**src/rtl/gem_cluster_sequencer.sv**
```systemverilog
// GEM cluster sequencer.
// Latches the clusters of one bunch crossing and serialises the valid ones,
// lowest slot first, one per clock. Clusters still pending when the next
// crossing arrives are discarded and counted in a saturating counter.
module gem_cluster_sequencer #(
  parameter int NCLST  = 8,
  parameter int IDXB   = 3,
  parameter int MAXPAD = 191,
  parameter int OVFB   = 8
) (
  input  logic              clock,
  input  logic              reset_n,
  input  logic              gem_match_enable,
  input  logic              bx_strobe,
  input  logic [NCLST*14-1:0] clusters,
  output logic [13:0]       cluster0,
  output logic              cluster0_vpf,
  output logic [2:0]        cluster0_roll,
  output logic [7:0]        cluster0_pad,
  output logic [2:0]        cluster0_size,
  output logic [IDXB-1:0]   cluster0_index,
  output logic              cluster0_last,
  output logic              busy,
  output logic [IDXB:0]     ncluster_bx,
  output logic [OVFB-1:0]   ovf_cnt
);

  localparam logic [7:0] MAXPAD_B = 8'(MAXPAD);

  typedef enum logic {IDLE, SCAN} state_t;

  state_t            state_reg, state_next;
  logic [13:0]       bank_reg [NCLST];
  logic [NCLST-1:0]  pending_reg, pending_next;
  logic [13:0]       cluster_reg, cluster_next;
  logic [IDXB-1:0]   index_reg, index_next;
  logic              vpf_reg, vpf_next;
  logic              last_reg, last_next;
  logic [IDXB:0]     ncl_reg, ncl_next;
  logic [OVFB-1:0]   ovf_reg, ovf_next;
  logic              bank_load;

  logic [13:0]       clus_in [NCLST];
  logic [NCLST-1:0]  valid_in;
  logic [IDXB:0]     valid_cnt;
  logic [IDXB-1:0]   emit_idx;
  logic [NCLST-1:0]  rest_mask;
  logic [IDXB:0]     rest_cnt;
  logic [OVFB:0]     ovf_sum;
  logic [OVFB-1:0]   ovf_sat;

  // Unpack the input bus and flag clusters whose pad is in range.
  for (genvar gi = 0; gi < NCLST; gi++) begin : g_slot
    assign clus_in[gi]  = clusters[14*gi +: 14];
    assign valid_in[gi] = (clusters[14*gi +: 8] <= MAXPAD_B);
  end

  // Count of valid clusters in the incoming crossing.
  always_comb begin
    valid_cnt = '0;
    for (int i = 0; i < NCLST; i++) begin
      valid_cnt = valid_cnt + (IDXB+1)'(valid_in[i]);
    end
  end

  // Lowest pending slot, the mask left after emitting it, and its population.
  always_comb begin
    emit_idx = '0;
    for (int i = NCLST - 1; i >= 0; i--) begin
      if (pending_reg[i]) emit_idx = IDXB'(i);
    end
    rest_mask = pending_reg & ~({{(NCLST-1){1'b0}}, 1'b1} << emit_idx);
    rest_cnt  = '0;
    for (int i = 0; i < NCLST; i++) begin
      rest_cnt = rest_cnt + (IDXB+1)'(rest_mask[i]);
    end
  end

  // Overflow counter increment, clamped at all-ones.
  always_comb begin
    ovf_sum = {1'b0, ovf_reg} + (OVFB+1)'(rest_cnt);
    ovf_sat = ovf_sum[OVFB] ? {OVFB{1'b1}} : ovf_sum[OVFB-1:0];
  end

  // Next-state and emission logic; a strobe overrides whatever is left pending.
  always_comb begin
    state_next   = state_reg;
    pending_next = pending_reg;
    cluster_next = cluster_reg;
    index_next   = index_reg;
    vpf_next     = 1'b0;
    last_next    = 1'b0;
    ncl_next     = ncl_reg;
    ovf_next     = ovf_reg;
    bank_load    = 1'b0;

    if (!gem_match_enable) begin
      pending_next = '0;
      state_next   = IDLE;
    end else begin
      case (state_reg)
        IDLE: begin
        end
        SCAN: begin
          cluster_next = bank_reg[emit_idx];
          index_next   = emit_idx;
          vpf_next     = 1'b1;
          // A strobe cuts the current set short, so this emission ends it.
          last_next    = (rest_mask == '0) || bx_strobe;
          pending_next = rest_mask;
        end
        default: begin
        end
      endcase

      if (bx_strobe) begin
        bank_load    = 1'b1;
        pending_next = valid_in;
        ncl_next     = valid_cnt;
        if (rest_mask != '0) ovf_next = ovf_sat;
      end

      state_next = (pending_next != '0) ? SCAN : IDLE;
    end
  end

  // State, cluster bank and registered outputs.
  always_ff @(posedge clock or negedge reset_n) begin
    if (!reset_n) begin
      state_reg   <= IDLE;
      pending_reg <= '0;
      cluster_reg <= '0;
      index_reg   <= '0;
      vpf_reg     <= 1'b0;
      last_reg    <= 1'b0;
      ncl_reg     <= '0;
      ovf_reg     <= '0;
      for (int i = 0; i < NCLST; i++) bank_reg[i] <= '0;
    end else begin
      state_reg   <= state_next;
      pending_reg <= pending_next;
      cluster_reg <= cluster_next;
      index_reg   <= index_next;
      vpf_reg     <= vpf_next;
      last_reg    <= last_next;
      ncl_reg     <= ncl_next;
      ovf_reg     <= ovf_next;
      if (bank_load) begin
        for (int i = 0; i < NCLST; i++) bank_reg[i] <= clus_in[i];
      end
    end
  end

  assign cluster0       = cluster_reg;
  assign cluster0_size  = cluster_reg[13:11];
  assign cluster0_roll  = cluster_reg[10:8];
  assign cluster0_pad   = cluster_reg[7:0];
  assign cluster0_index = index_reg;
  assign cluster0_vpf   = vpf_reg;
  assign cluster0_last  = last_reg;
  assign busy           = (pending_reg != '0);
  assign ncluster_bx    = ncl_reg;
  assign ovf_cnt        = ovf_reg;

endmodule

```
**config.mk**
```make
export PLATFORM = sky130hd
export DESIGN_NAME = gem_cluster_sequencer
export DESIGN_NICKNAME = d
export VERILOG_FILES = /design/src/rtl/gem_cluster_sequencer.sv
export SDC_FILE = /design/constraint.sdc
export NUM_CORES = 1
export LEC_CHECK = 0
export ABC_CLOCK_PERIOD_IN_PS = 5600
export BUFFER_PORTS_ARGS = -buffer_cell sky130_fd_sc_hd__buf_4
export CAP_MARGIN = 40
export CELL_PAD_IN_SITES_DETAIL_PLACEMENT = 1
export CELL_PAD_IN_SITES_GLOBAL_PLACEMENT = 1
export CORE_MARGIN = 3
export CORE_UTILIZATION = 43
export DETAILED_ROUTE_END_ITERATION = 8
export PLACE_DENSITY = 0.77
export SKIP_LAST_GASP = 1
export SYNTH_ARGS = -nofsm -noshare
export SYNTH_HDL_FRONTEND = slang
export SYNTH_SLANG_ARGS = --single-unit
```
**constraint.sdc**
```tcl
create_clock -name clock -period 5.6 [get_ports clock]
set_clock_uncertainty 0.2 [all_clocks]
set_input_delay 1.12 -clock clock [delete_from_list [all_inputs] [get_ports clock]]
set_output_delay 1.12 -clock clock [all_outputs]
set_load 0.02 [all_outputs]
```
==> run summary, run 1 <==
Status: finished clean
Num CTS Buffers: 17
Iter 0 DRT Violations: 327
Worst-path clk slew: 0.07 ns
FF+latch count, synth: 152
Top cell type's share of synthesized area: 0.520
H-tree levels: 4
Hold Fails Final Rpt: 0
CP bufs+invs: 1
Synthesized netlist cell count: 598
Longest Clk Path Bufs: 2
Pwr Total: 3530 µW
Final worst-path cycle share: 0.854
Final setup violation count: 0
Area Growth Syn to Fin: 25.8%
Wire per inst: 21.7 µm
Antenna Cells: 0
Min Tclk post-route: 4.78 ns
Post-synthesis cell area: 7310 µm²
Top Layer Used: met4
Initial antenna violation count: 0
Setup TNS: 0 ns
EDFF count, synth: 0
Critical Path Fanout Max: 15
Vias in the first global route: 5965
Max-slew violations: 0
VDD IR max: 0.000222 V
Max-cap violations: 0
Post CTS Setup Buffer Count: 0
CP most frequent cell: fa_1
Port-buffer cells: 161
CP arrival: 4.88 ns
Worst hold path type: reg2reg
Synth top area cells: dfrtp_1 (52%), mux2_2 (18%), fa_1 (2.5%)
Yosys warns: 0
Clock sinks: 152
Primary FF master, synth: dfrtp_1
Pwr dens: 383 nW/µm²
CTS Root Cell: clkbuf_16
Slew HR: 0.409
Crit path required time: 5.70 ns
Average cell area after synthesis: 12.2 µm²
Routed WL: 21000 µm
Post-Route M1 WL: 8830 µm
CP Launch Type: flop
Die area: 18600 µm²
Post_cts resized: 0
Share of cells above drive strength 1: 0.438
Synth Net Count: 732
Pin count of the biggest net entering global routing: 71
NumNets Final: 867
Drt first pass iters: 5
Die height: 136 µm
# hold bufs at CTS: 0
CP Class: reg2reg
Top delay family on crit path: adder cells
Via density: 5.70
First-pass GRT wire length: 33000 µm
Post-route ant nets: 0
Worst-Skew Late Latency: 0.42 ns
DRC viols: 0
Max reg flops: 112
Register area share after synthesis: 0.520
Setup crit end kind: flop
DR WL met3: 1220 µm
IO Pins: 162
Top cell type by total area after synthesis: dfrtp_1
Asr flop ratio synth: 1.00
Netlist cell types: 56
CTS tree: yes
Vias: 5510
Row count: 47
Worst slew pin tran: 0.884 ns
Placer Congestion: 0.877
Final HPWL DP: 15200 µm
GRT Overall Usage: 0.233
Total grt overflow: 0
Slowest CP cell: dfrtp_1
Core Box Area: 16600 µm²
Synth top cells by count: dfrtp_1 (152), mux2_2 (114), a21oi_1 (31), clkbuf_1 (30)
CP cell instances: or3_1, or3_4, o21ai_0, fa_1, fa_1, inv_1, fa_1, fa_1, a211o_1, o211a_1, nand4_1, and3_1, a21oi_1
Fmax: 209 MHz
RSZ-0062 raised after global routing: no
Die width: 136 µm
Starting Density: 0.440
Count leader, synth: dfrtp_1
Met2 WL: 10600 µm
Leak Pwr: 0.00412 µW
Largest stage delay, worst path: 0.55 ns
## per-stage QoR
| stage | worst slack [ns] | hold WS [ns] | instance area [µm²] | std cells | utilization |
|---|---|---|---|---|---|
| floorplan | 1.02 | 0.278 | 7310 | 598 | - |
| finish | 0.820 | 0.289 | 9200 | 966 | 0.553 |
| global route | 0.620 | 0.325 | 9200 | 966 | 0.553 |
| CTS | 0.833 | 0.294 | 9200 | 966 | 0.553 |
| global placement | 0.944 | 0.278 | 8570 | 931 | 0.515 |
| detailed placement | 0.849 | 0.280 | 8630 | 934 | 0.519 |
## kinds of logic (layout without fill, tap and decap cells)
group	after synthesis	count (layout)	share of synthesized area
AOI/OAI and AO/OA	133	133	0.137
xor gates and xnor gates	3	3	0.00359
adders and majority gates	18	18	0.0400
buffers and inverters	74	222	0.0503
DFF	152	152	0.520
muxes	114	114	0.176
other	1	1	0.000513
and+or+nand+nor	103	103	0.0732
## tightest hold or removal path, cell delays in order (launching register included)
cell     delay [ns]
dfrtp_1        0.34
nand2_1        0.05
o21ai_0        0.06
## final timing paths
kind,startpoint,to,slack (ns),cells after the start
worst max-delay path,pending_reg[4]$_DFF_PN0_,ovf_cnt[5]$_DFFE_PN0P_,0.82,13
max in group asynchronous,reset_n,cluster0[5]$_DFFE_PN0P_,3.49,3
min in group asynchronous,reset_n,cluster0[13]$_DFFE_PN0P_,0.40,1
worst max register to register,pending_reg[4]$_DFF_PN0_,ovf_cnt[5]$_DFFE_PN0P_,0.82,13
worst min-delay path,ncluster_bx[2]$_DFFE_PN0P_,ncluster_bx[2]$_DFFE_PN0P_,0.29,2
worst min register to register,ncluster_bx[2]$_DFFE_PN0P_,ncluster_bx[2]$_DFFE_PN0P_,0.29,2
## power breakdown
group	switching, µW	internal [µW]	total (µW)
logic	512	460	972
clock network	492	621	1110
registers	151	1290	1440
## per-layer routing
layer,global-route usage,vias to the layer above
li1,-,2469
met1,0.300,2861
met2,0.393,159
met3,0.0555,21
met4,0.0661,0
met5,0,-
## cell type report
cell class	instances	area, µm²
fill	1733	7440
tap	220	275
inverter	19	71.3
clock inverter	15	144
multi-input combinational	372	3150
timing repair buffer	171	1330
clock buffer	17	425
sequential	152	3800
## cells in the final DEF (no fill, tap or decap), types with 2 or more instances in the layout
cell type | Yosys | final
and2_1 | 15 | 14
nand2b_1 | 3 | 3
nand2_1 | 24 | 24
dfrtp_1 | 152 | 152
a22o_1 | 9 | 9
a41oi_1 | 4 | 4
or3_1 | 3 | 3
xor2_1 | 2 | 2
mux2_2 | 114 | 114
nor2b_1 | 6 | 6
clkbuf_16 | 0 | 17
a222oi_1 | 14 | 14
o21ai_0 | 13 | 12
fa_1 | 9 | 9
inv_1 | 19 | 19
buf_16 | 0 | 2
o31ai_1 | 2 | 2
a211o_1 | 8 | 8
o21a_1 | 2 | 2
ha_1 | 9 | 9
clkinvlp_4 | 0 | 2
nor4_1 | 2 | 2
inv_8 | 0 | 2
a221oi_1 | 8 | 8
a21oi_1 | 31 | 31
buf_4 | 14 | 168
nand4_1 | 3 | 3
nor2_1 | 24 | 24
clkinv_2 | 0 | 3
nor3_1 | 7 | 7
a211oi_1 | 22 | 22
inv_6 | 0 | 3
a221o_1 | 7 | 7
and3_1 | 5 | 5
clkinv_4 | 0 | 4
nand3_1 | 2 | 2
or2_2 | 2 | 2
Note: power is estimated with default switching activity, not from simulation.
==> run 2, diff against run 1 <==
--- a/config.mk
+++ b/config.mk
@@ -10,6 +10,7 @@
 export CAP_MARGIN = 40
 export CELL_PAD_IN_SITES_DETAIL_PLACEMENT = 1
 export CELL_PAD_IN_SITES_GLOBAL_PLACEMENT = 1
+export CORE_ASPECT_RATIO = 0.8
 export CORE_MARGIN = 3
 export CORE_UTILIZATION = 43
 export DETAILED_ROUTE_END_ITERATION = 8
==> run summary, run 2 (synthesis gave the netlist of run 1 again) <==
Drt first pass iters: 5 (unchanged)
GRT Overall Usage: 0.232 (was 0.233)
DRC viols: 0 (unchanged)
RSZ-0062 raised after global routing: no (unchanged)
CP Class: reg2reg (unchanged)
Num CTS Buffers: 17 (unchanged)
# hold bufs at CTS: 0 (unchanged)
Vias in the first global route: 5943 (was 5965)
Most frequent cells in the layout: buf_4 (167), dfrtp_1 (152), mux2_2 (114) (was buf_4 (168), dfrtp_1 (152), mux2_2 (114))
Post-Route M1 WL: 9470 µm (was 8830 µm)
Post_cts resized: 0 (unchanged)
CP arrival: 4.94 ns (was 4.88 ns)
Longest Clk Path Bufs: 2 (unchanged)
Port-buffer cells: 161 (unchanged)
Area Growth Syn to Fin: 27.1% (was 25.8%)
CTS Root Cell: clkbuf_16 (unchanged)
Clock sinks: 152 (unchanged)
Share of cells above drive strength 1: 0.438 (unchanged)
Post-route ant nets: 0 (unchanged)
CP Launch Type: flop (unchanged)
FF-to-FF setup slack: 0.77 ns (was 0.82 ns)
Initial antenna violation count: 0 (unchanged)
Max-slew violations: 0 (unchanged)
Fin cells: 961 (was 966)
Pwr dens: 396 nW/µm² (was 383 nW/µm²)
Die area: 18600 µm² (about the same)
Antenna Cells: 0 (unchanged)
Post CTS Setup Buffer Count: 0 (unchanged)
Top Layer Used: met4 (unchanged)
Die height: 123 µm (was 136 µm)
Finished Core Util: 0.573 (was 0.553)
Final HPWL DP: 14700 µm (was 15200 µm)
Crit path required time: 5.70 ns (about the same)
Worst hold path type: reg2reg (unchanged)
Max reg flops: 112 (unchanged)
Worst-path clk slew: 0.06 ns (was 0.07 ns)
Core Box Area: 16200 µm² (was 16600 µm²)
Pin count of the biggest net entering global routing: 89 (was 71)
Slew HR: 0.391 (was 0.409)
Wire per inst: 22.1 µm (was 21.7 µm)
Row count: 41 (was 47)
Status: finished clean (unchanged)
Via density: 5.69 (was 5.70)
Iter 0 DRT Violations: 282 (was 327)
DR WL met3: 1100 µm (was 1220 µm)
Worst-Skew Late Latency: 0.43 ns (was 0.42 ns)
Critical Path Fanout Max: 12 (was 15)
Starting Density: 0.451 (was 0.440)
Most common cell after layout, fill and taps aside: buf_4 (unchanged)
Vias: 5468 (was 5510)
Min Tclk post-route: 4.83 ns (was 4.78 ns)
Met2 WL: 10500 µm (was 10600 µm)
Final worst-path cycle share: 0.863 (was 0.854)
Dpl cells: 929 (was 934)
Die width: 152 µm (was 136 µm)
VDD IR max: 0.000203 V (was 0.000222 V)
Setup TNS: 0 ns (unchanged)
Worst slew pin tran: 0.911 ns (was 0.884 ns)
Setup crit end kind: flop (unchanged)
Fmax: 207 MHz (was 209 MHz)
Leak Pwr: 0.00416 µW (was 0.00412 µW)
Max-cap violations: 0 (unchanged)
Routed WL: 21300 µm (was 21000 µm)
H-tree levels: 4 (unchanged)
First-pass GRT wire length: 33700 µm (was 33000 µm)
CTS tree: yes (unchanged)
Total grt overflow: 0 (unchanged)
Placer Congestion: 0.858 (was 0.877)
Hold Fails Final Rpt: 0 (unchanged)
Final setup violation count: 0 (unchanged)
IO Pins: 162 (unchanged)
NumNets Final: 867 (unchanged)
run 2: cell count changes in the layout (fill, tap and decap cells not counted):
cell        change
a21oi_2         -1
clkbuf_8        +2
a21oi_4         +1
bufinv_16       +3
clkinv_2        -1
inv_8           -2
buf_4           -1
buf_16          +1
clkinvlp_4      -2
run 2: final cells by class:
class                           instances  area [µm²]
Timing Repair Buffer                  171        1350
Inverter                               19        71.3
Sequential cell                       152        3800
Tap cell                              215         269
Clock inverter                         13         191
Multi-Input combinational cell        372        3160
Clock buffer                           19         453
Fill cell                            1674        6920
run 2: path summary, 6_finish.rpt:
path | from | endpoint | cells past startpoint
setup / recovery | pending_reg[1]$_DFF_PN0_ | ovf_cnt[5]$_DFFE_PN0P_ | 13
hold / removal | cluster0_index[1]$_DFFE_PN0P_ | cluster0_index[1]$_DFFE_PN0P_ | 2
setup reg to reg | pending_reg[1]$_DFF_PN0_ | ovf_cnt[5]$_DFFE_PN0P_ | 13
hold reg to reg | cluster0_index[1]$_DFFE_PN0P_ | cluster0_index[1]$_DFFE_PN0P_ | 2
max in group asynchronous | reset_n | pending_reg[0]$_DFF_PN0_ | 2
min in group asynchronous | reset_n | bank_reg[75]$_DFFE_PN0P_ | 1
run 2: layer usage:
| metal | GRT usage | up-vias |
|---|---|---|
| met4 | 0.0657 | 0 |
| met3 | 0.0553 | 24 |
| met1 | 0.305 | 2827 |
| li1 | - | 2465 |
| met2 | 0.390 | 152 |
| met5 | 0 | - |
run 2: power breakdown:
part	total (µW)	internal, µW	switching [µW]
Combinational	977	464	513
Sequential	1440	1290	150
Clock	1260	775	485
run 2: stage by stage:
stage / area, µm² / power (µW) / worst slack (ns) / hold WS (ns)
after floorplan: 7310 / 2050 / 1.02 / 0.278
after global placement: 8560 / 2370 / 0.954 / 0.275
after detailed placement: 8650 / 2430 / 0.777 / 0.273
after CTS: 9300 / 3700 / 0.756 / 0.288
after global routing: 9300 / 3870 / 0.488 / 0.304
final: 9300 / 3680 / 0.767 / 0.281
run 2: worst max-delay path: stages (launching register included):
cell     delay, ns
dfrtp_1       0.51
or2_2         0.43
or3_4         0.41
o21ai_0       0.25
fa_1          0.49
fa_1          0.55
inv_1         0.06
fa_1          0.42
fa_1          0.42
a211o_1       0.32
o211a_1       0.16
nand4_1       0.20
and3_1        0.21
a21oi_1       0.08
==> run 3, diff against run 2 <==
--- a/config.mk
+++ b/config.mk
@@ -15,6 +15,7 @@
 export CORE_UTILIZATION = 43
 export DETAILED_ROUTE_END_ITERATION = 8
 export PLACE_DENSITY = 0.77
+export RECOVER_POWER = 25
 export SKIP_LAST_GASP = 1
 export SYNTH_ARGS = -nofsm -noshare
 export SYNTH_HDL_FRONTEND = slang
==> run summary, run 3 (synthesis gave the netlist of run 1 again) <==
Status: finished with violations (was finished clean)
Failing checks: max-capacitance violations, max-slew violations
Largest stage delay, worst path: 0.55 ns (about the same)
Post-route ant nets: 0 (unchanged)
Initial antenna violation count: 0 (unchanged)
Max reg flops: 112 (unchanged)
NumNets Final: 867 (unchanged)
Final HPWL DP: 14700 µm (unchanged)
Top Layer Used: met4 (unchanged)
Placer Congestion: 0.858 (unchanged)
Setup ws final: 0.767 ns (about the same)
Routed WL: 21300 µm (about the same)
CP cell instances: or2_2, or3_4, o21ai_0, fa_1, fa_1, inv_1, fa_1, fa_1, a211o_1, o211a_1, nand4_1, and3_1, a21oi_1 (unchanged)
Most common cell after layout, fill and taps aside: buf_4 (unchanged)
Vias in the first global route: 5943 (unchanged)
DRC viols: 0 (unchanged)
Die area: 18600 µm² (unchanged)
Setup crit end kind: flop (unchanged)
Die height: 123 µm (unchanged)
Post CTS Setup Buffer Count: 0 (unchanged)
Crit path required time: 5.71 ns (was 5.70 ns)
Finished Core Util: 0.572 (was 0.573)
CP bufs+invs: 1 (unchanged)
Min Tclk post-route: 4.83 ns (about the same)
Die width: 152 µm (unchanged)
Pin count of the biggest net entering global routing: 89 (unchanged)
Iter 0 DRT Violations: 311 (was 282)
Hold Fails Final Rpt: 0 (unchanged)
Hold Crit Start: cluster0_index[1]$_DFFE_PN0P_ (unchanged)
Via density: 5.71 (was 5.69)
Hold WS: 0.281 ns (about the same)
Worst-path clk slew: 0.06 ns (about the same)
Max-cap violations: 2 (was 0)
Core Box Area: 16200 µm² (unchanged)
CP Launch Type: flop (unchanged)
Worst-Skew Late Latency: 0.44 ns (was 0.43 ns)
Met2 WL: 10500 µm (about the same)
CP Class: reg2reg (unchanged)
Port-buffer cells: 161 (unchanged)
Post-place setup slack: 0.777 ns (unchanged)
Slowest CP cell: fa_1 (unchanged)
Num CTS Buffers: 17 (unchanged)
Clock sinks: 152 (unchanged)
Final setup violation count: 0 (unchanged)
Pwr dens: 397 nW/µm² (was 396 nW/µm²)
Share of cells above drive strength 1: 0.437 (was 0.438)
First-pass GRT wire length: 33700 µm (unchanged)
Row count: 41 (unchanged)
Post-Route M1 WL: 9360 µm (was 9470 µm)
Top delay family on crit path: adder cells (unchanged)
Worst hold path type: reg2reg (unchanged)
IO Pins: 162 (unchanged)
# hold bufs at CTS: 0 (unchanged)
Longest Clk Path Bufs: 2 (unchanged)
Critical Path Fanout Max: 12 (unchanged)
Vias: 5485 (was 5468)
Worst slew pin tran: 2.16 ns (was 0.911 ns)
CP arrival: 4.94 ns (about the same)
Max-slew violations: 124 (was 0)
CTS Root Cell: clkbuf_16 (unchanged)
Worst r2r src: pending_reg[1]$_DFF_PN0_ (unchanged)
Area Growth Syn to Fin: 26.7% (was 27.1%)
RSZ-0062 raised after global routing: no (unchanged)
Drt first pass iters: 5 (unchanged)
Fmax: 207 MHz (about the same)
Final worst-path cycle share: 0.863 (about the same)
Leak Pwr: 0.00415 µW (was 0.00416 µW)
DR WL met3: 1180 µm (was 1100 µm)
Slew HR: -0.437 (was 0.391)
Placed Area: 8650 µm² (unchanged)
Wire per inst: 22.2 µm (was 22.1 µm)
Starting Density: 0.451 (unchanged)
Total grt overflow: 0 (unchanged)
VDD IR max: 0.000206 V (was 0.000203 V)
Post-layout instance area: 9270 µm² (was 9300 µm²)
Setup TNS: 0 ns (unchanged)
CP most frequent cell: fa_1 (unchanged)
CTS tree: yes (unchanged)
CP startpoint: pending_reg[1]$_DFF_PN0_ (unchanged)
Most frequent cells in the layout: buf_4 (167), dfrtp_1 (152), mux2_2 (114) (unchanged)
H-tree levels: 4 (unchanged)
Post_cts resized: 0 (unchanged)
Antenna Cells: 0 (unchanged)
GRT Overall Usage: 0.232 (unchanged)
==> run 3: changes by cell type in the layout (fill, tap and decap cells not counted), sizes merged <==
cell	previous run	this run
buf	171	169
clkbuf	19	21
==> run 3: path summary, 6_finish.rpt <==
| kind | endpoint | slack, ns | depth (start not counted) |
|---|---|---|---|
| max in group asynchronous | bank_reg[111]$_DFFE_PN0P_ | 1.32 | 2 |
| worst min register to register | cluster0_index[1]$_DFFE_PN0P_ | 0.28 | 2 |
| worst max register to register | ovf_cnt[5]$_DFFE_PN0P_ | 0.77 | 13 |
| worst max-delay path | ovf_cnt[5]$_DFFE_PN0P_ | 0.77 | 13 |
| worst min-delay path | cluster0_index[1]$_DFFE_PN0P_ | 0.28 | 2 |
| min in group asynchronous | bank_reg[75]$_DFFE_PN0P_ | 0.96 | 1 |
==> run 3: tightest hold or removal path, cell delays in order (launching register included) <==
cell and delay [ns]:
dfrtp_1 0.34, nand2_1 0.05, o31ai_1 0.05
==> run 3: metrics by stage <==
stage                     power [µW]  instances
after floorplan                 2050        598
after global placement          2370        925
after detailed placement        2430        929
after CTS                       3700        961
after global routing            3860        961
final                           3680        961
==> run 3: where the power goes <==
group | internal [µW] | leakage, µW | switching (µW) | total, µW
sequential | 1290 | 0.00180 | 150 | 1440
combinational | 461 | 0.00203 | 513 | 974
clock | 775 | 0.000318 | 487 | 1260
==> run 3: layout make-up <==
type                       instances  area [µm²]
inverter                          19        71.3
multi-input combinational        372        3160
clock buffer                      19         453
tap                              215         269
clock inverter                    13         191
timing repair buffer             171        1320
fill                            1677        6950
sequential                       152        3800
==> run 3: layer usage <==
| metal | vias to the layer above | GRT usage |
|---|---|---|
| met1 | 2827 | 0.305 |
| li1 | 2463 | - |
| met5 | - | 0 |
| met2 | 167 | 0.390 |
| met3 | 28 | 0.0553 |
| met4 | 0 | 0.0657 |
